### config.mk
export PLATFORM = sky130hd
export DESIGN_NAME = alarm_clock_core
export DESIGN_NICKNAME = d
export VERILOG_FILES = /design/src/rtl/alarm_clock_pkg.sv /design/src/rtl/bcd2_split.sv /design/src/rtl/alarm_clock_core.sv
export SDC_FILE = /design/constraint.sdc
export NUM_CORES = 1
export LEC_CHECK = 0
export ABC_CLOCK_PERIOD_IN_PS = 4750
export CORE_MARGIN = 2
export CORE_UTILIZATION = 41
export DETAILED_ROUTE_END_ITERATION = 10
export SLEW_MARGIN = 20
export SYNTH_ARGS = -nofsm -noshare
export SYNTH_HDL_FRONTEND = slang
export SYNTH_HIERARCHICAL = 1
export SYNTH_SLANG_ARGS = --single-unit
### constraint.sdc
create_clock -name clk -period 4.75 [get_ports clk]
set_input_delay 0.7125 -clock clk [delete_from_list [all_inputs] [get_ports clk]]
set_output_delay 0.7125 -clock clk [all_outputs]
set_load 0.05 [all_outputs]
### src/rtl/alarm_clock_pkg.sv
// rtl/alarm_clock_pkg.sv - shared types, limits and wrap helper for the alarm clock
package alarm_clock_pkg;

    typedef enum logic [1:0] {
        MODE_RUN       = 2'd0,
        MODE_SET_TIME  = 2'd1,
        MODE_SET_ALARM = 2'd2
    } mode_e;

    typedef logic [5:0] tfield_t;

    typedef struct packed {
        tfield_t hour;
        tfield_t min;
    } alarm_t;

    localparam tfield_t MAX_SEC  = 6'd59;
    localparam tfield_t MAX_MIN  = 6'd59;
    localparam tfield_t MAX_HOUR = 6'd23;

    // One up/down step of a time field, wrapping at both ends.
    function automatic tfield_t wrap_step(input tfield_t v, input tfield_t max_v, input logic up);
        if (up) begin
            return (v == max_v) ? '0 : v + 6'd1;
        end
        return (v == '0) ? max_v : v - 6'd1;
    endfunction

endpackage

### src/rtl/bcd2_split.sv
// rtl/bcd2_split.sv - binary 0..59 to two BCD digits
module bcd2_split (
    input  logic [5:0] bin_i,
    output logic [7:0] bcd_o
);

    logic [3:0] tens;
    logic [3:0] ones;

    always_comb begin
        tens = 4'd0;
        ones = bin_i[3:0];
        if (bin_i >= 6'd50) begin
            tens = 4'd5;
            ones = 4'(bin_i - 6'd50);
        end else if (bin_i >= 6'd40) begin
            tens = 4'd4;
            ones = 4'(bin_i - 6'd40);
        end else if (bin_i >= 6'd30) begin
            tens = 4'd3;
            ones = 4'(bin_i - 6'd30);
        end else if (bin_i >= 6'd20) begin
            tens = 4'd2;
            ones = 4'(bin_i - 6'd20);
        end else if (bin_i >= 6'd10) begin
            tens = 4'd1;
            ones = 4'(bin_i - 6'd10);
        end
    end

    assign bcd_o = {tens, ones};

endmodule

### src/rtl/alarm_clock_core.sv
// rtl/alarm_clock_core.sv - 24h clock with prescaler, button edit FSM and multiple alarms
module alarm_clock_core
    import alarm_clock_pkg::*;
#(
    parameter  int TICK_DIV   = 100_000_000,
    parameter  int NUM_ALARMS = 2,
    parameter  int RING_SEC   = 60,
    localparam int IDX_W      = (NUM_ALARMS > 1) ? $clog2(NUM_ALARMS) : 1,
    localparam int PRE_W      = $clog2(TICK_DIV)
) (
    input  logic                  clk,
    input  logic                  rst_n,
    input  logic                  clr,
    input  logic                  btn_c,
    input  logic                  btn_u,
    input  logic                  btn_d,
    input  logic                  btn_l,
    input  logic                  btn_r,
    input  logic [NUM_ALARMS-1:0] alarm_en,
    input  logic                  alarm_ack,
    output logic [7:0]            hour_bcd,
    output logic [7:0]            min_bcd,
    output logic [7:0]            sec_bcd,
    output logic [1:0]            mode,
    output logic [IDX_W-1:0]      alarm_idx,
    output logic                  field_hour,
    output logic [NUM_ALARMS-1:0] ringing,
    output logic                  sec_pulse
);

    logic [4:0]            btn_prev_q, btn_prev_d, btn_now, btn_ev;
    logic                  armed_q, armed_d;
    logic [PRE_W-1:0]      presc_q, presc_d;
    tfield_t               sec_q, sec_d, min_q, min_d, hour_q, hour_d;
    mode_e                 mode_q, mode_d;
    logic [IDX_W-1:0]      idx_q, idx_d;
    logic                  fh_q, fh_d;
    alarm_t                alarm_q [NUM_ALARMS];
    alarm_t                alarm_d [NUM_ALARMS];
    logic [5:0]            ring_cnt_q [NUM_ALARMS];
    logic [5:0]            ring_cnt_d [NUM_ALARMS];
    logic [NUM_ALARMS-1:0] ringing_q, ringing_d, trig;
    logic                  sec_pulse_q, sec_pulse_d;

    logic    ev_c, ev_u, ev_d, ev_l, ev_r;
    logic    tick, enter_set, edit, time_adv;
    tfield_t roll_sec, roll_min, roll_hour;
    tfield_t disp_h, disp_m, disp_s;

    // The first cycle after reset only primes the history, so a held button is not an event.
    assign btn_now = {btn_c, btn_u, btn_d, btn_l, btn_r};
    assign btn_ev  = armed_q ? (btn_now & ~btn_prev_q) : 5'd0;
    assign {ev_c, ev_u, ev_d, ev_l, ev_r} = btn_ev;

    assign tick      = (presc_q == PRE_W'(TICK_DIV - 1));
    assign enter_set = ev_c && (mode_q == MODE_RUN);
    assign edit      = !ev_c && (ev_u ^ ev_d);
    assign time_adv  = tick && !clr && !enter_set && (mode_q != MODE_SET_TIME);

    assign roll_sec  = (sec_q == MAX_SEC) ? '0 : sec_q + 6'd1;
    assign roll_min  = (sec_q == MAX_SEC) ? wrap_step(min_q, MAX_MIN, 1'b1) : min_q;
    assign roll_hour = (sec_q == MAX_SEC && min_q == MAX_MIN) ? wrap_step(hour_q, MAX_HOUR, 1'b1) : hour_q;

    always_comb begin
        btn_prev_d  = btn_now;
        armed_d     = 1'b1;
        presc_d     = presc_q + PRE_W'(1);
        sec_d       = sec_q;
        min_d       = min_q;
        hour_d      = hour_q;
        mode_d      = mode_q;
        idx_d       = idx_q;
        fh_d        = fh_q;
        alarm_d     = alarm_q;
        ring_cnt_d  = ring_cnt_q;
        ringing_d   = ringing_q;
        trig        = '0;
        sec_pulse_d = time_adv;

        if (clr || enter_set || tick || mode_q == MODE_SET_TIME) begin
            presc_d = '0;
        end

        if (clr) begin
            sec_d  = '0;
            min_d  = '0;
            hour_d = '0;
        end else if (enter_set) begin
            sec_d = '0;
        end else if (time_adv) begin
            sec_d  = roll_sec;
            min_d  = roll_min;
            hour_d = roll_hour;
        end else if (mode_q == MODE_SET_TIME && edit) begin
            if (fh_q) hour_d = wrap_step(hour_q, MAX_HOUR, ev_u);
            else      min_d  = wrap_step(min_q, MAX_MIN, ev_u);
        end

        if (ev_c) begin
            case (mode_q)
                MODE_RUN:      mode_d = MODE_SET_TIME;
                MODE_SET_TIME: begin
                    mode_d = MODE_SET_ALARM;
                    idx_d  = '0;
                end
                MODE_SET_ALARM: begin
                    if (idx_q < IDX_W'(NUM_ALARMS - 1)) begin
                        idx_d = idx_q + IDX_W'(1);
                    end else begin
                        mode_d = MODE_RUN;
                        idx_d  = '0;
                    end
                end
                default: mode_d = MODE_RUN;
            endcase
            fh_d = 1'b1;
        end else if (ev_l && !ev_r) begin
            fh_d = 1'b1;
        end else if (ev_r && !ev_l) begin
            fh_d = 1'b0;
        end
        if (clr && mode_q == MODE_SET_TIME) begin
            mode_d = MODE_RUN;
        end

        for (int k = 0; k < NUM_ALARMS; k++) begin
            if (mode_q == MODE_SET_ALARM && edit && !clr && idx_q == IDX_W'(k)) begin
                if (fh_q) alarm_d[k].hour = wrap_step(alarm_q[k].hour, MAX_HOUR, ev_u);
                else      alarm_d[k].min  = wrap_step(alarm_q[k].min, MAX_MIN, ev_u);
            end
            // Only the tick-driven roll onto hh:mm:00 fires an alarm, never a hand edit.
            trig[k] = time_adv && alarm_en[k] && roll_sec == '0 &&
                      roll_min == alarm_q[k].min && roll_hour == alarm_q[k].hour;
            if (alarm_ack || !alarm_en[k]) begin
                ringing_d[k]  = 1'b0;
                ring_cnt_d[k] = '0;
            end else if (trig[k]) begin
                ringing_d[k]  = 1'b1;
                ring_cnt_d[k] = 6'(RING_SEC);
            end else if (ringing_q[k] && time_adv) begin
                ring_cnt_d[k] = ring_cnt_q[k] - 6'd1;
                if (ring_cnt_q[k] == 6'd1) ringing_d[k] = 1'b0;
            end
        end
    end

    always_ff @(posedge clk or negedge rst_n) begin
        if (!rst_n) begin
            btn_prev_q  <= '0;
            armed_q     <= 1'b0;
            presc_q     <= '0;
            sec_q       <= '0;
            min_q       <= '0;
            hour_q      <= '0;
            mode_q      <= MODE_RUN;
            idx_q       <= '0;
            fh_q        <= 1'b1;
            ringing_q   <= '0;
            sec_pulse_q <= 1'b0;
            for (int k = 0; k < NUM_ALARMS; k++) begin
                alarm_q[k]    <= '0;
                ring_cnt_q[k] <= '0;
            end
        end else begin
            btn_prev_q  <= btn_prev_d;
            armed_q     <= armed_d;
            presc_q     <= presc_d;
            sec_q       <= sec_d;
            min_q       <= min_d;
            hour_q      <= hour_d;
            mode_q      <= mode_d;
            idx_q       <= idx_d;
            fh_q        <= fh_d;
            ringing_q   <= ringing_d;
            sec_pulse_q <= sec_pulse_d;
            alarm_q     <= alarm_d;
            ring_cnt_q  <= ring_cnt_d;
        end
    end

    always_comb begin
        disp_h = hour_q;
        disp_m = min_q;
        disp_s = sec_q;
        if (mode_q == MODE_SET_ALARM) begin
            disp_s = '0;
            for (int k = 0; k < NUM_ALARMS; k++) begin
                if (idx_q == IDX_W'(k)) begin
                    disp_h = alarm_q[k].hour;
                    disp_m = alarm_q[k].min;
                end
            end
        end
    end

    bcd2_split u_bcd_hour (.bin_i(disp_h), .bcd_o(hour_bcd));
    bcd2_split u_bcd_min  (.bin_i(disp_m), .bcd_o(min_bcd));
    bcd2_split u_bcd_sec  (.bin_i(disp_s), .bcd_o(sec_bcd));

    assign mode       = mode_q;
    assign alarm_idx  = idx_q;
    assign field_hour = fh_q;
    assign ringing    = ringing_q;
    assign sec_pulse  = sec_pulse_q;

endmodule

After elaboration in Yosys (flattened, before gate mapping)
Index checks and enable logic that the tools add are counted.
W data, S select, Z words.
- add/sub/neg operators: 32
- order comparisons: 16
- eq/ne operators: 20
- multiplexer cells: 115
- bitwise gates (word level): 5
- reduce and logical (&&, ||, !) cells: 64
- operators by type and width (cell ; count):
    $mux W6 ; 51
    $mux W4 ; 27
    $sub A6 B1 Y6 const B ; 8
    $add A6 B1 Y6 const B ; 7
    $logic_not A6 Y1 ; 7
    $ge A6 B5 Y1 const B ; 6
    $ge A6 B6 Y1 const B ; 6
    $sub A4 B4 Y4 const B ; 9
    $mux W1 ; 30
    $add A27 B1 Y27 const B ; 1
    $eq A27 B27 Y1 const B ; 1
    $mux W27 ; 1
    $eq A6 B6 Y1 ; 4
    $eq A6 B6 Y1 const B ; 4
    $logic_and A1 B1 Y1 ; 24
    $reduce_bool A3 Y1 ; 8
    $eq A6 B5 Y1 const B ; 3
    $ge A6 B4 Y1 const B ; 3
    $reduce_and A2 Y1 ; 8
    $eq A6 B1 Y1 const B ; 2
    $sub A4 B2 Y4 const B ; 3
    $sub A4 B3 Y4 const B ; 3
    $logic_not A1 Y1 ; 7
    $mux W2 ; 3
    19 further kinds ; 26
- bits in registers: 94
- bits of input ports: 11
- output and inout port bits: 31
- word-level logic and storage cells: 270

Logic depth before layout (Yosys ltp)
Gate-level depths: netlist of run 1.
- depth after elaboration: 16
- gate-level depth with buffers: 12
- mapped depth without buffers: 10

Cells and area by module
The synthesis of run 1 kept the hierarchy.
- modules (own cells, without submodules) (module ; times used ; cells an instance ; area an instance (um^2) ; sequential area each (um^2)):
    alarm_clock_core ; 1 ; 954 ; 7479.7 ; 2353.5
    bcd2_split at u_bcd_hour ... ; 2 ; 60 ; 452.9 ; 0.0
    bcd2_split at u_bcd_sec ; 1 ; 61 ; 471.7 ; 0.0

Worst setup path after synthesis of run 1
OpenSTA, ideal clock, no wires.
- path type: reg-to-output
- start point: register mode_q[0], in the netlist mode[0]
- end point: output sec_bcd[1]
- arrival: 4.495 ns
- data required time: 4.038 ns
- setup slack: -0.457 ns
- cell stages (with the launch flop): 9
- path buffers: 1
- cells stage by stage: dfrtp_1 > inv_1 > ha_1 > clkbuf_1 > nor2b_1 > inv_1 > a21oi_1 > o221ai_1 > xnor2_1
- longest elaborated chain between the ends: 8
- elaborated cells between the ends (all ways): 17
- classes of those cells: 5 x add/sub; 5 x order compare; 1 x eq/ne; 6 x mux
- ends and longest elaborated chain (item ; RTL line ; source):
    start: declaration ; alarm_clock_core.sv:35 ; mode_e mode_q, mode_d;
    start signal: assignment ; alarm_clock_core.sv:171 ; mode_q <= mode_d;
    $eq A2 B2 Y1 * ; alarm_clock_core.sv:185 ; if (mode_q == MODE_SET_ALARM) begin
    $mux W6 * ; alarm_clock_core.sv:185 ;
    net disp_s[5] ; alarm_clock_core.sv:48 ; tfield_t disp_h, disp_m, disp_s;
    $ge A6 B4 Y1 ; bcd2_split.sv:25 ; end else if (bin_i >= 6'd10) begin
    $mux W4 ; bcd2_split.sv:25 ;
    $mux W4 ; bcd2_split.sv:22 ; end else if (bin_i >= 6'd20) begin
    $mux W4 ; bcd2_split.sv:19 ; end else if (bin_i >= 6'd30) begin
    $mux W4 ; bcd2_split.sv:16 ; end else if (bin_i >= 6'd40) begin
    $mux W4 * ; bcd2_split.sv:13 ; if (bin_i >= 6'd50) begin
    end: declaration ; alarm_clock_core.sv:23 ; output logic [7:0] sec_bcd,
The timed path passes the listed nets; every way through them passes the cells marked *.

Worst setup path in the final report of run 1
- start point: register mode_q[0], in the netlist mode[0]
- end point: output min_bcd[1]
- longest elaborated chain between the ends: 8
- elaborated cells between the ends (all ways): 17
- classes of those cells: 5 x add/sub; 5 x order compare; 1 x eq/ne; 6 x mux
- ends and longest elaborated chain (item ; RTL line ; source):
    $eq A2 B2 Y1 * ; alarm_clock_core.sv:185 ;
    $mux W6 * ; alarm_clock_core.sv:185 ;
    net disp_m[2] ; alarm_clock_core.sv:48 ;
    $ge A6 B4 Y1 ; bcd2_split.sv:25 ;
    $mux W4 ; bcd2_split.sv:25 ;
    $mux W4 ; bcd2_split.sv:22 ;
    $mux W4 ; bcd2_split.sv:19 ;
    $mux W4 ; bcd2_split.sv:16 ;
    $mux W4 * ; bcd2_split.sv:13 ;
    end: declaration ; alarm_clock_core.sv:22 ; output logic [7:0] min_bcd,
Marked as above.

==> impl_results.md, run 1 <==
- Sw Pwr: 2.721 mW
- IO Pins: 42
- Number of vias per cell: ~6
- DRC violation count after routing: 0
- Fraction of power spent switching nets: around half
- Stages on the worst setup path: 11
- Number of gates resized after CTS: 0
- Fraction of the core area covered by cells at the end of the flow: 46.51%
- Proportion of layout cells with a drive suffix above 1: 7.460%
- Outcome: complete, no violations
- Number of port buffers: 38
- Final Hold Viols: 0
- Type of the tightest min-delay check: input port to async pin
- Post-CTS Repair Setup Buffers: 0
- WP data required: slightly above 4 ns
- Relative slew margins: 36.52%
- Number of hold buffers added after cts: 0
- Signal arrival time at the worst endpoint: 3.59 ns
- Number of nets still failing antenna checks after routing: 0
- Cell breakdown of the critical path: inv_1 > ha_2 > nor2_1 > a21oi_1 > inv_1 > ha_1 > a2111oi_4 > nand2_1 > a221o_1 > xnor2_2 > buf_12
- Tot GR Track Use: about 22%
- Overall Power: roughly 5.4 mW
- Routed wirelength normalized by instance count: roughly 17 microns
- Vias in the first global route: ~7.7k
- Final worst hold slack: roughly 0.39 ns
- Period utilisation layout: between 90% and 100%
- Max-capacitance violation count: 0
- Worst-path clk slew: around 0.09 ns
- Top FF cell, synth: dfrtp_1
- Fin crit period: approximately 4.3 ns
- Kind of capture point of the worst setup path: primary output
- Power density of the placed cells: roughly 550 nW/um^2
- Via count: about 8.4k
- Die width: 151.0 microns
- Launch instance of the worst register-to-register path: min_q[1]
- Crit path max fanout: 16
- Initial antenna violation count: 0
- Setup crit end: min_bcd[1]
- Maximum level of the CTS H-tree: 3
- Critical R2R Capture: ring_cnt_q[6]
- RSZ-0062 raised after global routing: false
- Internal portion of total power: 2.720 mW
- Number of nets in the synthesized netlist: between 1k and 1.5k
- Longest individual stage delay on the worst path: 0.44 ns
- Count of synthesis-stage warnings from yosys: 6
- Worst slew pin tran: 0.9521 ns
- Slowest stage cell, crit path: a221o_1
- Core ar.: ~21000 sq um
- Die height: around 150 microns
- CTS root buf: clkbuf_16
- Sequential cell area fraction in the yosys report: around a quarter
- Final max-slew violation count: 0
- Crit path from: mode[0]
- Clock latency on the worst-skew pair: around 0.37 ns
- Clock network power share: between 10% and 20%
- Clock skew after layout: around 0.018 ns
- Wire length of the first global-routing pass: 39880 microns
- Most common cell after layout, fill and taps aside: nor2_1
- Pin count of the biggest net entering global routing: 55
- Critical Path Start Type: register
- Worst-case reg-to-reg path depth: 8
- HPWL after detailed placement: 17390 microns
- Synth-to-Final Area Change: 10.72%
- Site Rows: between 50 and 60
- Kind of cell with the highest combined delay on the critical path: compound AO/OA/AOI/OAI gates
- Total leakage power: 3.811 nW
- Mapped Area: around 8900 sq um
- Clock buffers created by TritonCTS: 9
- Total die area: 22800 sq um
- Number of placed cells counting well taps: approximately 1.4k
- Worst setup path category: register to primary output
- Initial standard-cell utilization of the core: a little over two fifths
- Routed Wire Length: between 20000 and 25000 microns
- 1st-pass router iterations: 5
- Combinational Power Share: between 60 and 70%
- Commonest cells after routing, fill and taps aside: 119 x nor2_1, 93 x dfrtp_1, 90 x nand2_1, 76 x a21oi_1, 67 x o21ai_0
- Post-layout nets: between 1k and 1.5k
- DRC violation total after the first TritonRoute iteration: 736
- Number of enable-type register cells in the synthesized netlist: 0
- Number of setup violations in the final report: 0
- Distinct cell type count after synthesis: between 80 and 90
- Maximum root-to-sink buffer count: 2
- Peak supply drop: 383.9 uV
- Routability congestion estimate from global placement: around 0.97
- Final instance count without filler cells: 1401
- Number of buffers and inverters on the critical path: 3
- Number of sinks on the clock net: 94
- Fmax: between 200 and 250 MHz
- Antenna diode count: 0
- Flop-to-flop setup slack: ~1.1 ns
- Worst path most repeated cell: inv_1
- Average size of a mapped cell: slightly below 8 sq um
- Part of the total power dissipated in sequential elements: 21.5%
- Post-synthesis sequential element count: 94
- Remaining Overflow, GRT: 0
- TritonCTS clock tree: done
- Post-route setup TNS: 0 ns
- Synth async-reset ratio: between 90% and 100%
- Number of cells produced by synthesis: about 1.1k
==> sequential cells by signal (all words and copies together), names as in the netlist <==
register    count
mode            2
alarm_q        24
hour_q          6
presc_q        27
field_hour      1
alarm_idx       1
ringing         2
sec_pulse       1
btn_prev_q      5
min_q           6
ring_cnt_q     12
armed_q         1
sec_q           6
==> metal layers <==
layer,global-route usage [%],vias up,part of all wire (%)
li1,-,4102,-
met1,31.61,4003,48
met2,33.55,272,44
met3,2.801,34,5.8
met4,6.028,0,1.9
met5,0,-,0
==> cell usage after synthesis, types with 22 or more instances <==
cell | instances | area (sq um)
xor2_1 | 25 | 219.0
xnor2_1 | 42 | 367.9
nor2_1 | 119 | 446.7
ha_1 | 52 | 650.6
o21ai_0 | 67 | 335.3
clkbuf_1 | 58 | 217.7
a21oi_1 | 76 | 380.4
nand3_1 | 43 | 215.2
dfrtp_1 | 93 | 2327
mux2i_1 | 22 | 220.2
nand2_1 | 90 | 337.8
nor3_1 | 39 | 195.2
inv_1 | 42 | 157.7
==> area by class of cell <==
| class | instances | area [sq um] |
|---|---|---|
| sequential | 94 | 2354 |
| tap | 275 | 344.1 |
| timing repair buffer | 65 | 655.6 |
| clock inverter | 7 | 88.84 |
| fill | 2122 | 11280 |
| inverter | 42 | 157.7 |
| clock buffer | 9 | 225.2 |
| multi-input combinational | 909 | 5982 |
==> power groups by stage <==
stage / combinational, mW / sequential (mW) / clock (mW)
after floorplan: 2.55 / 1.02 / 0
after global placement: 3.47 / 1.18 / 0
after detailed placement: 3.48 / 1.18 / 0
after CTS: 3.50 / 1.16 / 0.783
after global routing: 3.79 / 1.19 / 0.812
final: 3.51 / 1.17 / 0.765
==> through the flow <==
| step | cell area, sq um | worst slack [ns] |
|---|---|---|
| after floorplan | 8890 | -0.1664 |
| after global placement | 9490 | 0.7985 |
| after detailed placement | 9490 | 0.6953 |
| after CTS | 9804 | 0.2931 |
| after global routing | 9807 | 0.2033 |
| final | 9807 | 0.4487 |
==> worst min path at each step <==
stage	start	to	slack [ns]	cells after the start
after floorplan	rst_n	alarm_idx	0.42	0
after global placement	presc_q[0]	presc_q[0]	0.48	1
after detailed placement	presc_q[0]	presc_q[0]	0.48	1
after CTS	rst_n	presc_q[15]	0.43	1
after global routing	rst_n	presc_q[17]	0.46	1
final	rst_n	presc_q[14]	0.39	1
==> cell families (layout without fill, tap and decap cells) <==
group | count (synthesis) | after routing | synth area share, %
multiplexers | 22 | 22 | 2.486
AND/OR/NAND/NOR | 448 | 448 | 26.29
flip-flops | 94 | 94 | 26.57
AO/OA/AOI/OAI | 316 | 316 | 24.23
XOR/XNOR | 67 | 67 | 6.625
buffers and inverters | 132 | 123 | 6.286
other | 4 | 4 | 0.1695
adder cells (fa/ha/maj) | 52 | 52 | 7.346
Power figures use the tool's default switching activity.
==> inputs of run 2 (changes only) <==
DONT_BUFFER_PORTS = 1   (was unset)
SLEW_MARGIN = 5   (was 20)
==> run 2 against run 1 <==
  * Count of clock-buffer cells in the layout is the same
  * Clock skew is 0.0093 ns lower
  * Hold slack lost 0.35 ns
  * Die area did not move
  * Register-to-register slack worse by 0.21 ns
  * Critical path type unchanged
  * Critical endpoint is now hour_bcd[1]
==> impl_results.md, run 2 (synthesized netlist as in run 1, its figures left out) <==
- Cell breakdown of the critical path: inv_1 > ha_1 > buf_4 > nor2_1 > a21oi_1 > inv_1 > ha_1 > nor2b_1 > nor3_1 > a221o_1 > xnor2_2
- IO Pins: 42 (unchanged)
- Kind of capture point of the worst setup path: primary output
- Vias in the first global route: 7752 (+0.40%)
- Number of placed cells counting well taps: 1366 (-1.4%)
- Routed wirelength normalized by instance count: 17.71 microns (+2.0%)
- Total die area: 22800 sq um (unchanged)
- Worst slew pin tran: 0.8367 ns (-0.1155 ns)
- Wire length of the first global-routing pass: 40120 microns (+0.60%)
- Regs by FF count: presc_q x27, alarm_q x24, ring_cnt_q x12
- Period utilisation layout: 93.51% (+3.0 points)
- Final max-slew violation count: 0 (unchanged)
- Largest Register: presc_q
- Fmax: 225.1 MHz (-3.2%)
- Clock latency on the worst-skew pair: 0.37 ns (about the same)
- Flop-to-flop setup slack: 0.89 ns (-0.21 ns)
- Commonest cells after routing, fill and taps aside: 119 x nor2_1, 93 x dfrtp_1, 90 x nand2_1, 75 x a21oi_1, 67 x o21ai_0
- Final instance count without filler cells: 1382 (-1.4%)
- Remaining Overflow, GRT: 0 (unchanged)
- Clock skew after layout: 0.008575 ns (-0.009303 ns)
- Number of fill cells: 2122 (unchanged)
- Relative slew margins: 43.96% (+7.4 points)
- Crit path from: mode[0]
- Synth-to-Final Area Change: 7.374%
- Maximum level of the CTS H-tree: 3 (unchanged)
- DRC violation count after routing: 0 (unchanged)
- Number of nets still failing antenna checks after routing: 0 (unchanged)
- Critical Path Start Type: register
- WP data required: 4.04 ns (about the same)
- Number of buffers and inverters on the critical path: 3 (unchanged)
- Routability congestion estimate from global placement: 0.9264 (-4.8%)
- Total leakage power: 3.721 nW (-2.4%)
- Max FFs per register: 27 (unchanged)
- Fraction of the core area covered by cells at the end of the flow: 45.10% (-1.4 points)
- Most common cell after layout, fill and taps aside: nor2_1
- Max-capacitance violation count: 0 (unchanged)
- Kind of cell with the highest combined delay on the critical path: compound AO/OA/AOI/OAI gates
- Outcome: complete, no violations
- HPWL after detailed placement: 17250 microns (-0.80%)
- Peak supply drop: 348.1 uV (-9.3%)
- Initial standard-cell utilization of the core: 42.00% (unchanged)
- DRC violation total after the first TritonRoute iteration: 746 (+1.4%)
- Clock buffers created by TritonCTS: 9 (unchanged)
- Antenna diode count: 0 (unchanged)
- Via count: 8374 (-0.44%)
- Pin count of the biggest net entering global routing: 95 (+73%)
- Die width: 151.0 microns (unchanged)
- Proportion of layout cells with a drive suffix above 1: 8.130% (+0.67 points)
- Number of port buffers: 0 (-100%)
- Number of vias per cell: 6.059 (+0.93%)
- Number of setup violations in the final report: 0 (unchanged)
- Critical R2R Capture: ring_cnt_q[1]
- CTS root buf: clkbuf_16
- 1st-pass router iterations: 5 (unchanged)
- Post-layout nets: 1165 (-1.6%)
- Number of hold buffers added after cts: 0 (unchanged)
- Longest individual stage delay on the worst path: 0.53 ns (+0.09 ns)
- Signal arrival time at the worst endpoint: 3.73 ns (+0.14 ns)
- RSZ-0062 raised after global routing: false
- Die height: 151.0 microns (unchanged)
- Initial antenna violation count: 0 (unchanged)
- Crit path max fanout: 11 (-5)
- Core ar.: 21090 sq um (unchanged)
- Worst-path clk slew: 0.08 ns (about the same)
- TritonCTS clock tree: done
- Launch instance of the worst register-to-register path: min_q[0]
- Final Hold Viols: 0 (unchanged)
- Worst setup path category: register to primary output
- Site Rows: 53 (unchanged)
- Worst-case reg-to-reg path depth: 8 (unchanged)
- Fin crit period: 4.442 ns (+0.1406 ns)
- Power density of the placed cells: 537.0 nW/um^2 (-3.2%)
- Type of the tightest min-delay check: input port to async pin
- Number of sinks on the clock net: 94 (unchanged)
- Tot GR Track Use: 21.98% (+0.35 points)
- Maximum root-to-sink buffer count: 2 (unchanged)
- Routed Wire Length: 24480 microns (+0.62%)
- Slowest stage cell, crit path: xnor2_2
==> run 2: cell types whose count changed in the layout (fill, tap and decap cells not counted), moves of 2 or more <==
cell	before	now
clkinv_8	3	0
o31ai_1	15	13
clkdlybuf4s50_1	22	0
buf_4	34	46
o31ai_2	0	2
buf_12	9	0
==> run 2: timing repair <==
item                       CTS  global route
setup buffers                0             0
setup endpoints to repair    0             1
resized for setup            0             1
==> run 2: how the worst max path moves through the flow <==
stage,to,slack [ns],cells past startpoint
2_1_floorplan,sec_bcd[1],-0.17,8
3_3_place_gp,min_bcd[2],0.69,10
3_5_place_dp,min_bcd[2],0.62,10
4_1_cts,min_bcd[2],0.18,10
5_1_grt,hour_bcd[1],0.01,11
6_report,hour_bcd[1],0.31,11
==> run 2: final cells by class <==
class                           count  area [sq um]  area share, %
Multi-Input combinational cell    909          5998          63.07
Sequential cell                    94          2354          24.75
Timing Repair Buffer               46         345.3          3.631
Tap cell                          275         344.1          3.618
Clock buffer                        9         225.2          2.368
Inverter                           42         157.7          1.658
Clock inverter                      7         86.33         0.9078
==> run 2: metrics by stage <==
step                      hold slack (ns)  cell area (sq um)  total power [mW]  setup slack [ns]  setup TNS (ns)
after floorplan                    0.4169               8890             3.575           -0.1664         -0.1664
after global placement             0.4208               9195             4.290            0.6862               0
after detailed placement           0.4208               9195             4.301            0.6213               0
after CTS                         0.02480               9507             5.108            0.1787               0
after global routing              0.02595               9510             5.448           0.01455               0
final                             0.03632               9510             5.107            0.3081               0
==> run 2: metal layers <==
layer  global-route usage (%)  part of all wire [%]  up-vias  wire length (microns)
met2                    35.02                    46      250                  11200
met3                    3.825                   6.2       44                   1521
met1                    29.93                    46     4035                  11190
met4                    8.131                   2.3        0                    561
met5                        0                     0        -                      0
li1                         -                     -     4045                      -
==> run 2: power breakdown <==
| group | internal [mW] | switching, mW | total, mW | leakage [nW] |
|---|---|---|---|---|
| clock | 0.423 | 0.371 | 0.794 | 0.156 |
| sequential | 0.893 | 0.267 | 1.16 | 1.25 |
| combinational | 1.15 | 2.00 | 3.15 | 2.32 |
| total | 2.47 | 2.64 | 5.11 | 3.72 |
==> inputs of run 3 (changes only) <==
CORE_UTILIZATION = 32   (was 41)
==> run 3 against run 2 <==
  * Die area increased by 27%
  * Combinational power about the same
  * Utilization decreased by 9.6 points
  * Sequential share of layout area decreased by 0.30 points
  * Global-route usage decreased by 5.0 points
  * Count of clock-buffer cells in the layout unchanged
  * Setup slack improved by 0.19 ns
  * Sequential cell count unchanged
  * Clock power increased by 3.0%
  * Critical endpoint unchanged
  * Highest routed layer unchanged
==> impl_results.md, run 3 (synthesized netlist as in run 1, its figures left out) <==
- Synth-to-Final Area Change: 8.702%
- Pin count of the biggest net entering global routing: 95 (unchanged)
- Number of hold buffers added after cts: 0 (unchanged)
- Vias in the first global route: 7822 (+0.90%)
- Crit path max fanout: 15 (+4)
- Flop-to-flop setup slack: 1.17 ns (+0.28 ns)
- Die height: 170.4 microns (+13%)
- Kind of cell with the highest combined delay on the critical path: compound AO/OA/AOI/OAI gates
- Total die area: 29030 sq um (+27%)
- Final worst hold slack: 0.04835 ns (+0.01203 ns)
- Post-route setup TNS: 0 ns (unchanged)
- Post-layout nets: 1164 (-0.086%)
- Routed Wire Length: 24530 microns (+0.21%)
- RSZ-0062 raised after global routing: false
- Multi-input gate area: 5995 sq um (about the same)
- Outcome: complete, no violations
- Number of nets still failing antenna checks after routing: 0 (unchanged)
- Internal portion of total power: 2.528 mW (+2.4%)
- Slowest stage cell, crit path: xnor2_2
- Number of gates resized after CTS: 0 (unchanged)
- Kind of capture point of the worst setup path: primary output
- Type of the tightest min-delay check: input port to async pin
- Via count: 8373 (-0.012%)
- Most used routing layer in global routing: met2
- Post-Place Setup Slack: 0.8616 ns (+0.2403 ns)
- Antenna diode count: 0 (unchanged)
- Critical Path Start Type: register
- Total non-filler cell area in the finished layout: 9628 sq um (+1.2%)
- Maximum root-to-sink buffer count: 2 (unchanged)
- IO Pins: 42 (unchanged)
- Number of port buffers: 0 (unchanged)
- Cell breakdown of the critical path: inv_1 > ha_1 > buf_4 > a21oi_1 > inv_1 > ha_1 > a2111oi_4 > nand2_1 > a221o_1 > xnor2_2
- Fin crit period: 4.249 ns (-0.1928 ns)
- Tot GR Track Use: 17.03% (-5.0 points)
- Clock network power share: 15.9% (+0.4 points)
- DRC violation count after routing: 0 (unchanged)
- Max FFs per register: 27 (unchanged)
- Number of vias per cell: 5.669 (-6.4%)
- Wire length of the first global-routing pass: 40520 microns (+0.98%)
- Final instance count without filler cells: 1477 (+6.9%)
- Relative slew margins: 38.55% (-5.4 points)
- Maximum level of the CTS H-tree: 3 (unchanged)
- Die width: 170.4 microns (+13%)
- Peak supply drop: 464.5 uV (+33%)
- Initial antenna violation count: 0 (unchanged)
- Launch instance of the worst register-to-register path: min_q[0]
- Routed wirelength normalized by instance count: 16.61 microns (-6.2%)
- Fraction of met1 tracks used by global routing: 22.62% (-7.3 points)
- Final max-slew violation count: 0 (unchanged)
- Core ar.: 27100 sq um (+29%)
- Fraction of the core area covered by cells at the end of the flow: 35.53% (-9.6 points)
- Longest individual stage delay on the worst path: 0.53 ns (about the same)
- GRT met3 Usage: 2.488% (-1.3 points)
- Regs by FF count: presc_q x27, alarm_q x24, ring_cnt_q x12
- Cell area after placement: 9309 sq um (+1.2%)
- Clock latency on the worst-skew pair: 0.36 ns (about the same)
- Number of fill cells: 2795 (+32%)
- Part of the total power dissipated in sequential elements: 22.6% (about the same)
- Clock skew after layout: 0.01039 ns (+0.001817 ns)
- Total leakage power: 3.712 nW (-0.25%)
- Remaining Overflow, GRT: 0 (unchanged)
- Period utilisation layout: 89.45% (-4.1 points)
- Power density of the placed cells: 535.1 nW/um^2 (-0.35%)
- HPWL after detailed placement: 17350 microns (+0.57%)
- Clock buffers created by TritonCTS: 9 (unchanged)
- Overall Power: 5.152 mW (+0.88%)
- DRC violation total after the first TritonRoute iteration: 716 (-4.0%)
- Site Rows: 60 (+13%)
- Worst setup path category: register to primary output
- Combinational Power Share: 61.6% (about the same)
- Critical R2R Capture: ring_cnt_q[7]
- Largest Register: presc_q
- Routability congestion estimate from global placement: 0.9040 (-2.4%)
- TritonCTS clock tree: done
- Worst-case reg-to-reg path depth: 9 (+1)
- Number of sinks on the clock net: 94 (unchanged)
- Sw Pwr: 2.624 mW (-0.50%)
- Worst-path clk slew: 0.07 ns (about the same)
- Final Hold Viols: 0 (unchanged)
- Commonest cells after routing, fill and taps aside: 119 x nor2_1, 93 x dfrtp_1, 90 x nand2_1, 76 x a21oi_1, 67 x o21ai_0
- WP data required: 4.04 ns (about the same)
- Post-CTS Repair Setup Buffers: 0 (unchanged)
- 1st-pass router iterations: 5 (unchanged)
- Signal arrival time at the worst endpoint: 3.54 ns (-0.19 ns)
- Number of placed cells counting well taps: 1462 (+7.0%)
- Most common cell after layout, fill and taps aside: nor2_1
- Number of setup violations in the final report: 0 (unchanged)
- Met2 usage in global routing: 28.30% (-6.7 points)
- Combined flip-flop and latch cell area: 2354 sq um (unchanged)
- Max-capacitance violation count: 0 (unchanged)
- CTS root buf: clkbuf_16
- Fraction of power spent switching nets: 50.92% (-0.71 points)
- Worst slew pin tran: 0.9175 ns (+0.08086 ns)
- Fmax: 235.3 MHz (+4.5%)
- Initial standard-cell utilization of the core: 32.68% (-9.3 points)
- Proportion of layout cells with a drive suffix above 1: 7.873% (-0.26 points)
- PnR worst setup slack: 0.5009 ns (+0.1928 ns)
- Number of buffers and inverters on the critical path: 3 (unchanged)
-- run 3: per-layer routing --
| metal | share of wire, % | vias up |
|---|---|---|
| met3 | 5.5 | 37 |
| met4 | 2.5 | 0 |
| met1 | 45 | 4035 |
| met2 | 47 | 242 |
| li1 | - | 4059 |
| met5 | 0 | - |
-- run 3: cell type report --
class	count	share of cell area, %
timing repair buffer	45	3.509
clock inverter	6	0.9747
tap	372	4.834
multi-input combinational	909	62.26
clock buffer	9	2.339
sequential	94	24.44
inverter	42	1.637
-- run 3: worst max path at each step --
stage | from | end | slack, ns | cells after the start
finish | mode[0] | hour_bcd[1] | 0.50 | 10
global route | mode[0] | hour_bcd[1] | 0.25 | 10
CTS | mode[0] | hour_bcd[1] | 0.47 | 10
detailed placement | mode[0] | hour_bcd[1] | 0.86 | 10
global placement | mode[0] | hour_bcd[1] | 0.88 | 10
floorplan | mode[0] | sec_bcd[1] | -0.17 | 8
-- run 3: power by group through the flow --
stage                     clock network (mW)  logic (mW)  registers, mW
after CTS                              0.837        3.17           1.15
after global placement                     0        3.14           1.17
after detailed placement                   0        3.16           1.17
after global routing                   0.860        3.45           1.18
after floorplan                            0        2.55           1.02
final                                  0.818        3.17           1.16
-- run 3: worst reg2reg max path, cell delays in order, from the launching register on --
cell      delay (ns)
dfrtp_1         0.60
ha_1            0.22
buf_4           0.15
nand4b_1        0.23
nor4_1          0.43
mux2i_1         0.50
xnor2_1         0.11
or4_1           0.51
nand4b_1        0.42
nor3b_1         0.28
